--- src/rtl/hidden_layer_seq.sv ---
// Hidden-layer sequencer: walks weight ROM and pixel memory per neuron,
// drives MAC clear/enable and hands each neuron's sum downstream.
//
// Ports:
//   clk, rst          clock, synchronous active-high reset
//   start             begin a layer pass (honoured only when idle)
//   busy, done        pass in progress / one-cycle end-of-pass pulse
//   w_addr, x_addr    registered ROM and pixel-memory addresses
//   mac_clr, mac_en   accumulator clear / accumulate strobes
//   res_valid, res_ready, res_idx  result handshake and neuron index
module hidden_layer_seq #(
  parameter int NUM_IN   = 784,
  parameter int NUM_HID  = 32,
  parameter int W_ADDR_W = 15,
  parameter int X_ADDR_W = 10,
  parameter int IDX_W    = 5,
  parameter int ROM_LAT  = 1,
  parameter int MAC_LAT  = 1
) (
  input  logic                clk,
  input  logic                rst,
  input  logic                start,
  output logic                busy,
  output logic                done,
  output logic [W_ADDR_W-1:0] w_addr,
  output logic [X_ADDR_W-1:0] x_addr,
  output logic                mac_clr,
  output logic                mac_en,
  output logic                res_valid,
  input  logic                res_ready,
  output logic [IDX_W-1:0]    res_idx
);

  typedef enum logic [2:0] {
    IDLE, CLR, RUN, DRAIN, WAIT, FIN
  } state_t;

  localparam int DR   = ROM_LAT + MAC_LAT;
  localparam int DC_W = $clog2(DR + 1);

  localparam logic [X_ADDR_W-1:0] X_LAST =
    X_ADDR_W'(NUM_IN - 1);
  localparam logic [IDX_W-1:0] IDX_LAST =
    IDX_W'(NUM_HID - 1);
  localparam logic [W_ADDR_W-1:0] W_STEP =
    W_ADDR_W'(NUM_IN);
  localparam logic [DC_W-1:0] D_LAST =
    DC_W'(DR - 1);

  state_t state, nxt;

  logic [W_ADDR_W-1:0] base;
  logic [DC_W-1:0]     dcnt;
  logic [ROM_LAT-1:0]  issue;

  // issue flag trails RUN by the memory latency
  assign mac_en = issue[ROM_LAT-1];

  always_ff @(posedge clk) begin
    if (rst) state <= IDLE;
    else     state <= nxt;
  end

  always_comb begin
    nxt       = state;
    busy      = 1'b1;
    done      = 1'b0;
    mac_clr   = 1'b0;
    res_valid = 1'b0;
    unique case (state)
      IDLE: begin
        busy = 1'b0;
        if (start) nxt = CLR;
      end
      CLR: begin
        mac_clr = 1'b1;
        nxt     = RUN;
      end
      RUN: begin
        if (x_addr == X_LAST) nxt = DRAIN;
      end
      DRAIN: begin
        if (dcnt == D_LAST) nxt = WAIT;
      end
      WAIT: begin
        res_valid = 1'b1;
        if (res_ready)
          nxt = (res_idx == IDX_LAST) ? FIN : CLR;
      end
      FIN: begin
        done = 1'b1;
        nxt  = IDLE;
      end
      default: nxt = IDLE;
    endcase
  end

  always_ff @(posedge clk) begin
    if (rst) begin
      w_addr  <= '0;
      x_addr  <= '0;
      res_idx <= '0;
      base    <= '0;
      dcnt    <= '0;
      issue   <= '0;
    end else begin
      issue[0] <= (state == RUN);
      for (int k = 1; k < ROM_LAT; k++)
        issue[k] <= issue[k-1];
      case (state)
        IDLE: begin
          if (start) begin
            base    <= '0;
            res_idx <= '0;
          end
        end
        CLR: begin
          w_addr <= base;
          x_addr <= '0;
          dcnt   <= '0;
        end
        RUN: begin
          // last address is held through DRAIN/WAIT
          if (x_addr != X_LAST) begin
            w_addr <= w_addr + W_ADDR_W'(1);
            x_addr <= x_addr + X_ADDR_W'(1);
          end
        end
        DRAIN: dcnt <= dcnt + DC_W'(1);
        WAIT: begin
          if (res_ready && res_idx != IDX_LAST) begin
            base    <= base + W_STEP;
            res_idx <= res_idx + IDX_W'(1);
          end
        end
        default: ;
      endcase
    end
  end

endmodule

--- config.mk ---
export PLATFORM = sky130hd
export DESIGN_NAME = hidden_layer_seq
export DESIGN_NICKNAME = d
export VERILOG_FILES = /design/src/rtl/hidden_layer_seq.sv
export SDC_FILE = /design/constraint.sdc
export NUM_CORES = 1
export LEC_CHECK = 0
export ABC_AREA = 1
export CORE_MARGIN = 1.5
export CORE_UTILIZATION = 60
export DETAILED_ROUTE_END_ITERATION = 10
export DONT_BUFFER_PORTS = 1
export MAX_ROUTING_LAYER = met4
export PLACE_DENSITY_LB_ADDON = 0.2
export SLEW_MARGIN = 40
export SYNTH_ARGS = -nofsm -noshare
export SYNTH_HDL_FRONTEND = slang
export SYNTH_SLANG_ARGS = --single-unit
--- constraint.sdc ---
create_clock -name clk -period 2.15 [get_ports clk]
set_input_delay 0.3225 -clock clk [delete_from_list [all_inputs] [get_ports clk]]
set_output_delay 0.3225 -clock clk [all_outputs]
set_load 0.02 [all_outputs]
==> reports/qor.yml <==
grt_pass1_wl_mm: 9.98
post-synth-top-count-cell: "nand2_1"
synthFlopType: "dfxtp_1"
synth_edf_count: 0
start_util_pct: 62.2
p_clk_share_pct: 13.7
cts_hold_buf: 0
rr_startpoint: "res_idx[0]"
yosys.area.top_type: "dfxtp_1"
core-area_mm2: 0.00432
row_count: 24
end_kind: "register"
swShare_pct: 49.8
min_path_type: "in2reg"
dp_cells: 469
num_io_pins: 39
place.gp.congestion: 0.826
synth_area_mm2: 0.00269
drtPass1Iterations: 5
min_period_ns: 1.92
power_mw: 3.59
cp.arrival_ns: 2.11
clk_pin_slew_ns: 0.08
area_delta_synth_final_pct: 6.05
p_per_area_mw_per_mm2: 1260
p_int_mw: 1.80
switching_power_mw: 1.78
post_cts_buffers: 0
cts_root_buf: "clkbuf_8"
drc: 0
crit_type: "reg2reg"
drtIter0Drc: 168
clock-sinks: 47
port-buffer-count: 0
r2r_slack_ns: 0.23
grt_max_degree: 32
cts_buffer_depth: 2
grt_usage_pct: 25.2
ys_warn_count: 0
cts_tree: "built"
wl_per_cell_um: 11.9
hold_violations: 0
antenna_found_initial: 0
slew_headroom_pct: 58.0
p_comb_share_pct: 46.9
pwr-share-seq_pct: 39.4
overflow: 0
drv_slew: 0
startpoint_type: "register"
setup_viol: 0
dieHeight_um: 70.0
status: "complete, no violations"
clk_latency_ns: 0.29
dieArea_mm2: 0.00489
synth_async_sr_flop_share_pct: 0
cp.required_ns: 2.34
htree_levels: 2
crit_path_top_delay_cell: "dfxtp_1"
rsz0062_at_grt: "no"
fin_setup_tns_ns: 0
synth_commonest_cells: "nand2_1 (99), nor2_1 (69), inv_1 (48), dfxtp_1 (47), nand3_1 (33)"
postSynthCellCount: 414
crit_fanout: 9
wl_mm: 5.63
nets: 434
chipWidth_um: 70.0
vias_per_cell: 5.35
cts_inserted_buffers: 5
synth_cell_type_count: 35
cts_resized: 0
timing.hold.ws_ns: 0.0854
yosys-top-cells-area: "dfxtp_1 (35%), nand2_1 (14%), nor2_1 (9.6%)"
grt_pass1_vias: 2340
max_cap_violations: 0
n_fill_cell: 409
vias: 2540
syn_area_per_cell_um2: 6.50
reg2reg_depth: 12
crit-reg2reg-capture: "base[7]"
synth_top_area_share_pct: 35.0
syn_nets: 424
final_layout_size_suffix_gt1_share_pct: 9.46
diodes: 0
synth-seq-cells: 47
leakagePower_nw: 1.26
startpoint: "res_idx[0]"
fin_cells: 475
path_cells: "ha_1 -> inv_1 -> nor3_1 -> ha_1 -> inv_1 -> nand2_1 -> a21oi_2 -> nand2_2 -> o21ai_4 -> inv_2 -> o21ai_0 -> nor2_1"
peakVddDrop_mv: 0.731
max_freq_mhz: 522
ys_seq_area_share_pct: 35.0
skew_ns: 0.00472
critPathMaxStageDelay_ns: 0.33
postRouteAntennaNets: 0
post-dp-hpwl_mm: 4.12
endpoint: "base[7]"
worst_slew_pin_slew_ns: 0.625
timing.final.crit_share_pct: 89.2
-- registers in the layout (all words and copies together), names as in the netlist --
register,cells
x_addr,10
base,11
w_addr,15
mac_en,1
state,3
dcnt,2
res_idx,5
-- layer usage --
layer  up-vias  GRT usage, %  share of wire, %
met1      1143          32.4                49
li1       1334             -                 -
met4         0          8.12               1.2
met3         7          4.91               5.0
met2        56          40.1                45
met5         -             -                 0
-- cells by family after synthesis --
logic type	share of synthesized area, %
flip-flops	35.0
XOR/XNOR	1.63
buffers and inverters	10.5
adder cells (fa/ha/maj)	2.79
AND/OR/NAND/NOR	37.2
AO/OA/AOI/OAI	12.9
-- critical path, delay by kind of cell (launching register included) --
kind	cells	cell delay, ns
and+or+nand+nor	4	0.32
AOI/OAI and AO/OA	3	0.55
buffers and inverters	3	0.24
adders and majority gates	2	0.37
DFF	1	0.33
-- cell usage in the layout, fill, tap and decap left out, types with 8 or more instances in the layout --
cell,instances
a21oi_1,31
buf_4,13
dfxtp_1,47
inv_1,48
nand2_1,99
nand3_1,33
nor2_1,69
nor3_1,8
o21ai_0,25
-- power groups by stage --
stage	registers [mW]	logic, mW	clock network (mW)
finish	1.41	1.68	0.493
global route	1.45	1.91	0.543
CTS	1.41	1.68	0.505
detailed placement	1.43	1.67	0
global placement	1.42	1.63	0
floorplan	1.44	1.43	0
-- worst min path at each step --
| stage | start | endpoint | slack [ns] | depth (start not counted) |
|---|---|---|---|---|
| after global placement | rst | w_addr[3] | 0.39 | 1 |
| after global routing | rst | res_idx[4] | 0.07 | 1 |
| after detailed placement | rst | state[1] | 0.40 | 1 |
| after CTS | rst | res_idx[1] | 0.08 | 1 |
| after floorplan | rst | state[2] | 0.39 | 1 |
| final | rst | res_idx[1] | 0.09 | 1 |
-- metrics by stage --
stage	util (%)	area [µm²]	worst slack, ns
floorplan	-	2690	0.316
global placement	64.3	2780	0.322
detailed placement	64.3	2780	0.237
CTS	66.0	2850	0.234
global route	66.0	2850	0.0426
finish	66.0	2850	0.232
-- final cells by class --
class,instances,area (µm²),share of cell area [%]
Sequential cell,47,941,33.0
Inverter,55,209,7.32
Clock buffer,6,72.6,2.54
Timing Repair Buffer,13,97.6,3.42
Multi-Input combinational cell,302,1470,51.4
Tap cell,52,65.1,2.28
Power figures use the tool's default switching activity.
